===== src/rtl/seq_mult_ctrl.sv =====
// Repeated-addition unsigned multiplier with its own load/compute/done control FSM.
// Define MULT_OPSWAP_EN to swap operands in LDB so the loop runs min(A,B) times.
module seq_mult_ctrl #(
    parameter int W  = 16,
    parameter int PW = 2 * W
) (
    input  logic          clk,
    input  logic          rst,
    input  logic          start,
    input  logic [W-1:0]  data_in,
    input  logic          data_vld,
    output logic          data_rdy,
    output logic          busy,
    output logic          done,
    output logic [PW-1:0] product,
    output logic          eqz
);

    localparam logic [2:0] ST_IDLE = 3'd0;
    localparam logic [2:0] ST_LDA  = 3'd1;
    localparam logic [2:0] ST_LDB  = 3'd2;
    localparam logic [2:0] ST_CALC = 3'd3;
    localparam logic [2:0] ST_DONE = 3'd4;

    logic [2:0]    state_q, state_d;
    logic [W-1:0]  a_q, a_d;
    logic [W-1:0]  b_q, b_d;
    logic [PW-1:0] p_q, p_d;

    always_ff @(posedge clk) begin
        if (rst) begin
            state_q <= ST_IDLE;
            a_q     <= '0;
            b_q     <= '0;
            p_q     <= '0;
        end else begin
            state_q <= state_d;
            a_q     <= a_d;
            b_q     <= b_d;
            p_q     <= p_d;
        end
    end

    always_comb begin
        state_d = state_q;
        a_d     = a_q;
        b_d     = b_q;
        p_d     = p_q;
        case (state_q)
            ST_IDLE: begin
                if (start) begin
                    p_d     = '0;
                    state_d = ST_LDA;
                end
            end
            ST_LDA: begin
                if (data_vld) begin
                    a_d     = data_in;
                    state_d = ST_LDB;
                end
            end
            ST_LDB: begin
                if (data_vld) begin
`ifdef MULT_OPSWAP_EN
                    // Keep the smaller operand as the loop count.
                    if (data_in > a_q) begin
                        a_d = data_in;
                        b_d = a_q;
                    end else begin
                        b_d = data_in;
                    end
`else
                    b_d = data_in;
`endif
                    state_d = ST_CALC;
                end
            end
            ST_CALC: begin
                if (b_q != '0) begin
                    p_d = p_q + {{(PW-W){1'b0}}, a_q};
                    b_d = b_q - {{(W-1){1'b0}}, 1'b1};
                end else begin
                    state_d = ST_DONE;
                end
            end
            ST_DONE: begin
                state_d = ST_IDLE;
            end
            default: begin
                state_d = ST_IDLE;
            end
        endcase
    end

    assign data_rdy = (state_q == ST_LDA) || (state_q == ST_LDB);
    assign busy     = (state_q != ST_IDLE);
    assign done     = (state_q == ST_DONE);
    assign product  = p_q;
    assign eqz      = (b_q == '0);

endmodule


===== config.mk =====
export PLATFORM = sky130hd
export DESIGN_NAME = seq_mult_ctrl
export DESIGN_NICKNAME = d
export VERILOG_FILES = /design/src/rtl/seq_mult_ctrl.sv
export SDC_FILE = /design/constraint.sdc
export NUM_CORES = 1
export LEC_CHECK = 0
export ABC_AREA = 1
export BUFFER_PORTS_ARGS = -buffer_cell sky130_fd_sc_hd__buf_4
export CAP_MARGIN = 20
export CELL_PAD_IN_SITES_DETAIL_PLACEMENT = 0
export CELL_PAD_IN_SITES_GLOBAL_PLACEMENT = 1
export CORE_ASPECT_RATIO = 0.9
export CORE_MARGIN = 2
export CORE_UTILIZATION = 37
export CTS_CLUSTER_DIAMETER = 30
export DETAILED_ROUTE_END_ITERATION = 16
export PLACE_DENSITY = 0.74
export REMOVE_ABC_BUFFERS = 1
export SLEW_MARGIN = 40
export SYNTH_ARGS = -nofsm -noshare
export SYNTH_HDL_FRONTEND = slang
export SYNTH_SLANG_ARGS = --single-unit
export TNS_END_PERCENT = 20

===== constraint.sdc =====
create_clock -name clk -period 1.74 [get_ports clk]
set_clock_uncertainty 0.15 [all_clocks]
set_input_delay 0.174 -clock clk [delete_from_list [all_inputs] [get_ports clk]]
set_output_delay 0.174 -clock clk [all_outputs]
set_load 0.01 [all_outputs]

==> reports/results.txt <==
status - finished, violations left
failing checks - setup timing
CP max-delay cell - fa_2
CTS tree - yes
sequential fraction of the synthesis area - 0.283
XOR/XNOR Fraction of Synth Area - 0.0129
WL per Instance - 14.6 um
number of synthesized flops with an enable pin - 0
DRC - 0
largest net degree at the start of global routing - 30
largest family of logic cells by synthesized area - simple AND/OR/NAND/NOR gates
initial cell density of the core - 0.376
critical-path cell list - inv_1 -> fa_2 -> inv_2 -> nand2_2 -> nand3_4 -> buf_6 -> or2_4 -> nand3_2 -> a21oi_1
Pint - 5.50 mW
Tmin final - 1.87 ns
port buffer count - 55
hold endpoint - state_q[1]
Min-Delay Path Class - primary input to flop
Worst path top cell family by delay - adder cells
crit-path max FO - 4
Design Area, Final - 7370 um^2
CTS root buf - clkbuf_16
post-synthesis simple-gate area fraction - 0.416
combinational share of power - 0.577
post-synthesis mux area share - 0.00634
post-place instance area - 5980 um^2
share of async-settable or async-resettable flops after synthesis - 0
Final GP Congestion - 0.907
power density over the cells - 1280 nW/um^2
grt total ovfl - 0
CP bufs+invs - 3
worst slew pin tran - 0.446 ns
Max transition margin - 0.703
RR Startpoint - product[1]
CTS max path bufs - 2
Achievable Freq - 535 MHz
fin util - 0.586
switching share of total power - 0.418
Worst VDD drop - 0.000830 V
reg2reg end - product[6]
Final WS setup - -0.128 ns
Reg power frac - 0.225
Area Growth Syn to Fin - 55.7%
Avg Inst Size Synth - 6.11 um^2
vias in the first global route - 5,368
main flop type after synthesis - dfxtp_1
Via density - 4.91
max_cap viols - 0
core area - 12,600 um^2
CTS Buf Count - 9
via count - 5,492
width of the die - 123 um
flops & latches, synth - 67
kind of critical path - flop to flop
net switching power of the design - 3.95 mW
period utilization - 1.07
final hold violations - 0
Antenna diodes - 0
total die area - 13,700 um^2
total track usage - 0.245
RSZ-0062 raised after global routing - yes
Adder-Cell Fraction of Synth Area - 0.0518
synth warn - 0
Setup TNS - -1.90 ns
final setup violation count - 31
Worst R2R Setup Slack - -0.13 ns
arrival time of the worst setup path - 1.99 ns
routed wire length - 16,300 um
global-route wire length before repair - 26,200 um
drt initial violations - 355
cell count after synthesis - 775
Nets - 988
Critical Path Sink Type - flop
H-tree lvl count - 3
antenna violations before repair - 0
die span in y - 111 um
CTS Sinks - 67
Synth Area in Compound Gates - 0.113
Synth cell types - 41
io pins - 56
row cnt - 39
worst reg2reg path depth - 9
Final Max Tran Viols - 0
worst hold path depth - 5
Post-DRT Antenna Nets - 0
max incr delay on CP - 0.45 ns
dpl hpwl - 11,900 um
mapped cell area - 4740 um^2
clk slew on worst S/H paths - 0.06 ns
clock latency on the worst-skew pair - 0.35 ns
Clock Power Share - 0.198
Inst Count DP - 1,072
Req. time, crit path - 1.86 ns
Pleak - 3.58 nW
DRT Pass-1 Iters - 4
non-filler cells, final - 1,118
hold wc startpoint - data_vld
layout cells sized above 1 - 0.432
Worst Setup Start Kind - flop
registers in the layout (all words and copies together), names as in the netlist:
| signal | flops |
|---|---|
| a_q | 16 |
| b_q | 16 |
| product | 32 |
| state_q | 3 |
cells by family after synthesis:
group | count (synthesis)
AND/OR/NAND/NOR | 457
buffers and inverters | 131
AO/OA/AOI/OAI | 91
flip-flops | 67
adder cells (fa/ha/maj) | 19
XOR/XNOR | 7
multiplexers | 3
power by group through the flow:
stage | registers (mW) | logic (mW) | clock network, mW
2_1_floorplan | 2.04 | 2.55 | 0
6_report | 2.13 | 5.45 | 1.87
5_1_grt | 2.16 | 5.96 | 1.96
3_3_place_gp | 2.03 | 4.57 | 0
4_1_cts | 2.13 | 5.21 | 1.91
3_5_place_dp | 2.04 | 4.60 | 0
worst min-delay path, delay by kind of cell:
family                 cells  cell delay (ns)
AOI/OAI and AO/OA          2             0.15
buffers and inverters      2             0.14
and+or+nand+nor            1             0.08
area by class of cell:
type	instances	area, um^2
fillers	1206	5220
multi-input cells	577	3580
repair buffers	181	1470
flip-flops and latches	67	1380
inverters	113	434
clock buffers	11	243
well taps	164	205
clock inverters	5	52.6
placed cells by master (no fill, tap or decap), drive strengths merged:
master	n
ha	18
clkbuf	11
nand3b	9
and2	1
nand4	6
fa	1
xor2	4
dfxtp	67
o21ai	33
or2	8
o22ai	1
a21oi	51
clkinv	4
mux2i	3
nor2	117
bufinv	1
nor3	10
nand3	64
xnor2	3
o211a	1
buf	165
o211ai	2
a22oi	1
nor4	1
inv	112
clkinvlp	1
o21bai	2
nand2	241
dlygate4sd3	16
synth_stat cells (2+ instances only):
master    number  area (um^2)
nand2_1      226          848
nor2_1       109          409
inv_1        108          405
dfxtp_1       67         1340
nand3_1       63          315
a21oi_1       36          180
o21ai_0       27          135
ha_1          18          225
a21oi_2       15          131
nand2_2       13         81.3
nor3_1        10         50.1
clkbuf_1       9         33.8
nand3b_1       9         67.6
nor2_2         7         43.8
or2_2          7         43.8
buf_6          6         67.6
o21ai_1        6         30.0
nand4_1        5         31.3
xor2_1         4         35.0
inv_2          3         11.3
mux2i_1        3         30.0
xnor2_1        3         26.3
nand2_4        2         22.5
o21bai_1       2         15.0
stage by stage:
step	worst slack [ns]	total power [mW]	hold WS (ns)
global route	-0.235	10.1	0.149
CTS	-0.156	9.25	0.0719
floorplan	-0.429	4.59	0.0864
global placement	-0.330	6.60	0.268
detailed placement	-0.387	6.64	0.276
finish	-0.128	9.45	0.0784
what timing repair did:
action | 4_1_cts | 5_1_grt
pin swaps | 43 | 36
resized for setup | 143 | 88
buffers inserted | 10 | 4
hold buffers | 16 | 0
endpoints found under the hold margin | 18 | 0
setup endpoints to repair | 50 | 51
metal layers:
metal / track usage / routed length [um] / up-vias / part of all wire
li1: - / - / 2793 / -
met1: 0.342 / 7820 / 2559 / 0.48
met2: 0.385 / 7510 / 124 / 0.46
met3: 0.0471 / 777 / 16 / 0.048
met4: 0.0667 / 219 / 0 / 0.013
met5: 0 / 0 / - / 0
how the worst max path moves through the flow:
stage | start | end | slack, ns | depth (start not counted)
global route | a_q[0] | product[28] | -0.24 | 10
detailed placement | product[7] | product[18] | -0.39 | 9
global placement | product[0] | product[26] | -0.33 | 11
finish | product[1] | product[6] | -0.13 | 9
floorplan | state_q[1] | product[24] | -0.43 | 10
CTS | a_q[0] | product[24] | -0.16 | 12
No activity file was read; power rests on OpenSTA's default activity.
